`src/rtl/fetch_buffer.sv`:
```
// Instruction fetch buffer: one outstanding icache request, next-PC
// prediction per returned instruction and a DEPTH-entry decode queue.
module fetch_buffer #(
    parameter int                ADDR_W   = 17,
    parameter int                DEPTH    = 4,
    parameter logic [ADDR_W-1:0] RESET_PC = '0
) (
    input  logic                       clk,
    input  logic                       rst,
    input  logic                       flush,
    input  logic [ADDR_W-1:0]          flush_pc,
    output logic [ADDR_W-1:0]          bp_query_addr,
    input  logic                       bp_taken,
    input  logic [ADDR_W-1:0]          ras_top,
    output logic                       ic_req_valid,
    output logic [ADDR_W-1:0]          ic_req_addr,
    input  logic                       ic_req_ready,
    input  logic                       ic_resp_valid,
    input  logic [31:0]                ic_resp_inst,
    input  logic                       ic_resp_compressed,
    output logic                       dq_valid,
    input  logic                       dq_ready,
    output logic [31:0]                dq_inst,
    output logic                       dq_compressed,
    output logic [ADDR_W-1:0]          dq_pc,
    output logic                       dq_pred_taken,
    output logic [ADDR_W-1:0]          dq_pred_target,
    output logic [$clog2(DEPTH+1)-1:0] count
);

    localparam int CW = $clog2(DEPTH + 1);
    localparam int PW = $clog2(DEPTH);

    typedef enum logic [1:0] {
        IDLE,
        WAIT,
        DROP
    } state_t;

    state_t            state;
    state_t            state_n;
    logic [ADDR_W-1:0] fetch_pc;
    logic [ADDR_W-1:0] fetch_pc_n;
    logic [ADDR_W-1:0] next_pc;
    logic [ADDR_W-1:0] len;
    logic              taken;
    logic              push;
    logic              pop;
    logic              full;
    logic              is_br;
    logic              is_jal;
    logic              is_jalr;
    logic signed [31:0] b_imm;
    logic signed [31:0] j_imm;

    logic [PW-1:0]     head;
    logic [PW-1:0]     tail;
    logic [31:0]       inst_q [DEPTH];
    logic              comp_q [DEPTH];
    logic [ADDR_W-1:0] pc_q   [DEPTH];
    logic              tk_q   [DEPTH];
    logic [ADDR_W-1:0] tgt_q  [DEPTH];

    assign bp_query_addr = fetch_pc;
    assign ic_req_addr   = fetch_pc;

    assign is_br   = ic_resp_inst[6:0] == 7'b1100011;
    assign is_jal  = ic_resp_inst[6:0] == 7'b1101111;
    assign is_jalr = ic_resp_inst[6:0] == 7'b1100111;

    assign b_imm = {{19{ic_resp_inst[31]}}, ic_resp_inst[31],
                    ic_resp_inst[7], ic_resp_inst[30:25],
                    ic_resp_inst[11:8], 1'b0};
    assign j_imm = {{11{ic_resp_inst[31]}}, ic_resp_inst[31],
                    ic_resp_inst[19:12], ic_resp_inst[20],
                    ic_resp_inst[30:21], 1'b0};

    assign len = ic_resp_compressed ? ADDR_W'(2) : ADDR_W'(4);

    // Signed size casts sign-extend or truncate the immediate to ADDR_W.
    always_comb begin
        taken   = 1'b0;
        next_pc = fetch_pc + len;
        unique case (1'b1)
            is_br: begin
                taken = bp_taken;
                if (bp_taken) next_pc = fetch_pc + ADDR_W'(b_imm);
            end
            is_jal: begin
                taken   = 1'b1;
                next_pc = fetch_pc + ADDR_W'(j_imm);
            end
            is_jalr: begin
                taken   = 1'b1;
                next_pc = ras_top;
            end
            default: ;
        endcase
    end

    assign full     = count == CW'(DEPTH);
    assign dq_valid = count != '0;
    assign pop      = dq_valid & dq_ready & ~flush;

    always_comb begin
        state_n      = state;
        fetch_pc_n   = fetch_pc;
        push         = 1'b0;
        ic_req_valid = 1'b0;
        unique case (state)
            IDLE: begin
                ic_req_valid = rst & ~flush & ~full;
                if (ic_req_valid && ic_req_ready) state_n = WAIT;
            end
            WAIT: begin
                if (ic_resp_valid) begin
                    push       = 1'b1;
                    fetch_pc_n = next_pc;
                    state_n    = IDLE;
                end
            end
            DROP: begin
                if (ic_resp_valid) state_n = IDLE;
            end
            default: state_n = IDLE;
        endcase
        // A flush outranks everything; an outstanding fetch must be dropped.
        if (flush) begin
            push       = 1'b0;
            fetch_pc_n = flush_pc;
            if (state == IDLE || ic_resp_valid) state_n = IDLE;
            else state_n = DROP;
        end
    end

    always_ff @(posedge clk) begin
        if (!rst) begin
            state    <= IDLE;
            fetch_pc <= RESET_PC;
        end else begin
            state    <= state_n;
            fetch_pc <= fetch_pc_n;
        end
    end

    always_ff @(posedge clk) begin
        if (!rst) begin
            head  <= '0;
            tail  <= '0;
            count <= '0;
            for (int i = 0; i < DEPTH; i++) begin
                inst_q[i] <= '0;
                comp_q[i] <= 1'b0;
                pc_q[i]   <= '0;
                tk_q[i]   <= 1'b0;
                tgt_q[i]  <= '0;
            end
        end else if (flush) begin
            head  <= '0;
            tail  <= '0;
            count <= '0;
        end else begin
            if (push) begin
                inst_q[tail] <= ic_resp_inst;
                comp_q[tail] <= ic_resp_compressed;
                pc_q[tail]   <= fetch_pc;
                tk_q[tail]   <= taken;
                tgt_q[tail]  <= next_pc;
                tail         <= tail + 1'b1;
            end
            if (pop) head <= head + 1'b1;
            if (push && !pop) count <= count + 1'b1;
            else if (pop && !push) count <= count - 1'b1;
        end
    end

    assign dq_inst        = inst_q[head];
    assign dq_compressed  = comp_q[head];
    assign dq_pc          = pc_q[head];
    assign dq_pred_taken  = tk_q[head];
    assign dq_pred_target = tgt_q[head];

    a_no_push_full: assert property (
        @(posedge clk) disable iff (!rst) !(push && full)
    );

endmodule

```
`config.mk`:
```
export PLATFORM = sky130hd
export DESIGN_NAME = fetch_buffer
export DESIGN_NICKNAME = d
export VERILOG_FILES = /design/src/rtl/fetch_buffer.sv
export SDC_FILE = /design/constraint.sdc
export NUM_CORES = 1
export LEC_CHECK = 0
export BUFFER_PORTS_ARGS = -buffer_cell sky130_fd_sc_hd__buf_4
export CORE_MARGIN = 5
export CORE_UTILIZATION = 28
export CTS_BUF_LIST = sky130_fd_sc_hd__clkbuf_8
export CTS_CLUSTER_SIZE = 8
export DETAILED_ROUTE_END_ITERATION = 7
export GPL_TIMING_DRIVEN = 1
export PLACE_DENSITY = 0.44
export SLEW_MARGIN = 20
export SYNTH_ARGS = -nofsm -noshare
export SYNTH_HDL_FRONTEND = slang
export SYNTH_SLANG_ARGS = --single-unit
export TNS_END_PERCENT = 5
```
`constraint.sdc`:
```
create_clock -name clk -period 4.1 [get_ports clk]
set_input_delay 0.205 -clock clk [delete_from_list [all_inputs] [get_ports clk]]
set_output_delay 0.205 -clock clk [all_outputs]
set_load 0.01 [all_outputs]
```
# Yosys cells after proc, flatten, opt, wreduce, memory -nomap -nowiden
# Memory sizes are Yosys's and may differ from the RTL's. A register that Yosys moved wholly into a read port is not among the register bits.
# Index checks and enable logic that the tools add are counted.
[word_totals]
n_memories = 5
ram_bits = 272
in_bits = 74
reg_bits = 26
elab_cells = 101
output_inout_bits = 107
[mem_list]
columns = ["memory", "words", "width", "read_ports", "rd_clocked_by_memory_dff", "write_ports", "line", "rtl"]
rows = [
  ["inst_q", 4, 32, 1, 1, 4, "58", "logic [31:0] inst_q [DEPTH];"],
  ["pc_q", 4, 17, 1, 1, 4, "60", "logic [ADDR_W-1:0] pc_q [DEPTH];"],
  ["tgt_q", 4, 17, 1, 1, 4, "62", "logic [ADDR_W-1:0] tgt_q [DEPTH];"],
  ["comp_q", 4, 1, 1, 1, 4, "59", "logic comp_q [DEPTH];"],
  ["tk_q", 4, 1, 1, 1, 4, "61", "logic tk_q [DEPTH];"],
]
[classes]
n_mux = 48
addsub = 7
n_reduce_logical = 21
eq_ne = 8
bitwise_logic = 7
[op_table]
columns = ["op", "n"]
rows = [
  ["$mux 17", 6],
  ["$pmux 17 s3", 1],
  ["$mux 2", 19],
  ["$add 17x17->17", 2],
  ["$reduce_or 17->1", 2],
  ["$mux 32", 1],
  ["$reduce_or 32->1", 1],
  ["$eq 7x7->1 const B", 3],
  ["$add 17x3->17", 1],
  ["$mux 1", 16],
  ["$mux 3", 3],
  ["$reduce_bool 2->1", 3],
  ["$reduce_or 2->1", 3],
  ["$add 2x1->2 const B", 2],
  ["$and 1x1->1", 4],
  ["$pmux 2 s2", 1],
  ["$reduce_and 2->1", 2],
  ["$add 3x1->3 const B", 1],
  ["$eq 3x3->1 const B", 1],
  ["$logic_and 1x1->1", 3],
  ["$ne 3x1->1 const B", 1],
  ["$ne 3x3->1 const B", 1],
  ["$not 1->1", 3],
  ["$reduce_bool 3->1", 1],
  ["8 further kinds", 10],
]

# Longest topological paths before layout
[depth]
ltp_word = 9
depth_mapped = 11
mapped_depth_nobuf = 11

# Worst setup path after synthesis
# Ideal clock, no wire load.
[synth_timing]
path_kind = "register to register"
start = "register state[1]"
end = "memory inst_q[1][0], enable pin"
required_ns = 3.399
arrival_ns = 2.798
setup_ns = 0.701
slack_ns = 0.601
period_less_slack_ns = 3.499
stages_incl_launch_ff = 10
n_path_buf = 2
cell_sequence = "dfxtp_1 -> inv_1 -> ha_1 -> nand2_1 -> or2_2 -> clkbuf_1 -> nor2_1 -> nand2_1 -> clkbuf_1 -> nand2_1"
[synth_rtl]
columns = ["element", "line", "rtl"]
rows = [
  ["start, declared", "40", "state_t state;"],
  ["start signal, assigned", "141", "state <= state_n;"],
  ["end, declared", "58", ""],
]

==> impl_metrics.json <==
{
  "avgSynthCellArea_um2": 12.5,
  "required_ns": 4.45,
  "worst_pin_slew_ns": 0.943,
  "die_w_um": 243,
  "synth-main-ff-cell": "edfxtp_1",
  "yosys_register_bits": 300,
  "insertion_delay_ns": 0.65,
  "start_util": 0.283,
  "via_per_inst": 4.93,
  "regToRegSetupSlack_ns": 0.48,
  "switching_power_mw": 1.80,
  "syn_nets": 1322,
  "syn-cell-area_um2": 15200,
  "yosys-top-cells-area": "edfxtp_1 (53%), mux4_2 (10%), and2_1 (5.7%)",
  "cts_tree": "built",
  "critPathLaunch": "bp_query_addr[7]",
  "yosysSeqAreaShare": 0.570,
  "cts_hold_buf": 52,
  "yosysTopAreaCell": "edfxtp_1",
  "finalCriticalPeriod_ns": 3.62,
  "startpoint_type": "flop",
  "dp_hpwl_mm": 34.6,
  "grt_pass1_wl_mm": 77.6,
  "gp_congestion": 0.908,
  "fin_area_um2": 18900,
  "synthCells": 1215,
  "cts_buffer_depth": 3,
  "ios": 181,
  "rsz0062_at_grt": "no",
  "wl_met3_mm": 2.94,
  "wl_per_cell_um": 24.1,
  "hold_ws_ns": 0.0784,
  "hp-class": "input pin to flop",
  "final_hold_viol_count": 0,
  "placed_area_um2": 17400,
  "setup-tns-final_ns": 0,
  "routed_wl_mm": 52.6,
  "min_from": "flush",
  "grt-ovfl-total": 0,
  "p_clk_frac": 0.384,
  "yosysMostFrequentCell": "edfxtp_1",
  "portBuffers": 180,
  "synth_common_cells": "edfxtp_1 (266), and2_1 (139), nor2_1 (121), nand2_1 (73), clkbuf_1 (70)",
  "reg2reg_depth": 9,
  "htreeDepth": 2,
  "grt_max_degree": 89,
  "cts_setup_buffers": 0,
  "numClockSinks": 300,
  "wl_met1_mm": 24.3,
  "finalSetupViolCount": 0,
  "netlist.area_leader.share": 0.525,
  "antenna_cells": 0,
  "slew_viol_final": 0,
  "seq_area_um2": 8680,
  "synth-edff-count": 266,
  "ant_nets": 0,
  "reg2reg_to": "tgt_q[0][12]",
  "final_util": 0.351,
  "ys_warn_count": 0,
  "finClkSkew_ns": 0.0317,
  "vias": 10742,
  "nNetsFinal": 1549,
  "fill_cells": 5331,
  "r2r_start": "bp_query_addr[7]",
  "ctsResizeCount": 0,
  "path_class": "flop to flop",
  "numCtsBuffers": 55,
  "coreArea_um2": 53800,
  "max_cap_viol_count": 0,
  "cp.arrival_ns": 3.97,
  "multi_input_area_um2": 5990,
  "seq_power_share": 0.503,
  "p_comb_frac": 0.114,
  "drt_first_pass_iters": 5,
  "highest_layer": "met4",
  "clock_tree.root_cell": "clkbuf_8",
  "grt_util_all_layers": 0.175,
  "ir_drop_uv": 198,
  "relSlewSlack": 0.371,
  "areaGrowthSynthToFinish_pct": 24.3,
  "max_freq_mhz": 276,
  "drt_iter0_drc": 710,
  "power_density_nw_per_um2": 366,
  "synth.distinct_cells": 72,
  "worst_setup_path_end_kind": "flop",
  "drive_gt1_frac": 0.258,
  "p_int_mw": 5.12,
  "total_power_mw": 6.92,
  "cp_max_fo": 12,
  "status": "complete, no violations",
  "path_clk_slew_ns": 0.06,
  "p_sw_frac": 0.260,
  "fin_crit_sh": 0.883,
  "antenna_found_initial": 0,
  "drc": 0,
  "route.met2.wl_mm": 24.7,
  "p_leak_nw": 7.46,
  "rows": 85,
  "synthArstFlopShare": 0,
  "hold_depth": 3,
  "min_to": "bp_query_addr[0]",
  "grt_pass1_vias": 11226,
  "chipHeight_um": 243,
  "die_area_um2": 59100
}
## logic make-up after synthesis
family                     synth area share
and+or+nand+nor                       0.157
DFF                                   0.570
AOI/OAI and AO/OA                    0.0783
buffers and inverters                0.0394
muxes                                 0.106
xor gates and xnor gates             0.0207
adders and majority gates            0.0291
## final cells by class
cell class                 instances  share of cell area
sequential                       300               0.459
multi-input combinational        779               0.317
timing repair buffer             271               0.118
tap                              696              0.0461
clock buffer                      62              0.0451
clock inverter                    38             0.00794
inverter                          35             0.00695
## critical path: stages, from the launching register on
cell and delay [ns]:
dfxtp_1 0.69, ha_1 0.48, a211o_1 0.35, a21oi_1 0.33
nor3b_1 0.31, o21bai_1 0.19, xnor2_1 0.25, a21oi_1 0.11
o221ai_1 0.53, nor2_1 0.11
## how the worst max path moves through the flow
stage	end	slack, ns	cells after the start
global placement	tgt_q[1][12]	0.51	9
global route	tgt_q[1][12]	0.24	9
CTS	tgt_q[0][12]	0.53	9
finish	tgt_q[0][12]	0.48	9
detailed placement	tgt_q[0][12]	0.56	9
floorplan	inst_q[1][0]	0.60	9
## through the flow
step / instances / setup slack [ns]
after global placement: 2029 / 0.508
after global routing: 2181 / 0.241
after detailed placement: 2029 / 0.557
final: 2181 / 0.480
after floorplan: 1215 / 0.601
after CTS: 2181 / 0.527
## routing by layer
layer / track usage / vias up
met5: 0 / -
met4: 0.0297 / 0
met3: 0.0341 / 62
met2: 0.283 / 360
met1: 0.248 / 5409
li1: - / 4911
## power groups by stage
stage / combinational [mW] / sequential (mW) / clock, mW
after floorplan: 0.392 / 3.53 / 0
after global placement: 0.759 / 3.54 / 0
after detailed placement: 0.753 / 3.54 / 0
after CTS: 0.796 / 3.48 / 2.76
after global routing: 0.850 / 3.49 / 2.88
final: 0.785 / 3.48 / 2.65
## registers in the layout, summed over array words and instances (netlist names), named ones only
signal and count:
inst_q 128, pc_q 68, tgt_q 68, bp_query_addr 17, comp_q 4, tk_q 4
count 3, head 2, state 2, tail 2
## placed cells by master (no fill, tap or decap), types with 5 or more instances in the layout
master,instances
inv_1,68
a211oi_1,8
nand2b_1,7
clkbuf_8,62
a21oi_1,42
mux4_2,68
nor2b_1,8
dfxtp_1,32
o211ai_1,6
nand3_1,23
xor2_1,20
mux2_2,5
ha_1,29
nor2_1,120
xnor2_1,16
o22ai_1,5
and2_1,139
o21ai_0,47
nor3_1,5
or3_1,5
o21a_1,7
a31oi_1,6
buf_12,5
nand2_1,69
dlygate4sd3_1,52
and3_1,47
a21o_1,14
buf_4,214
edfxtp_1,266
No activity file was read; power rests on OpenSTA's default activity.
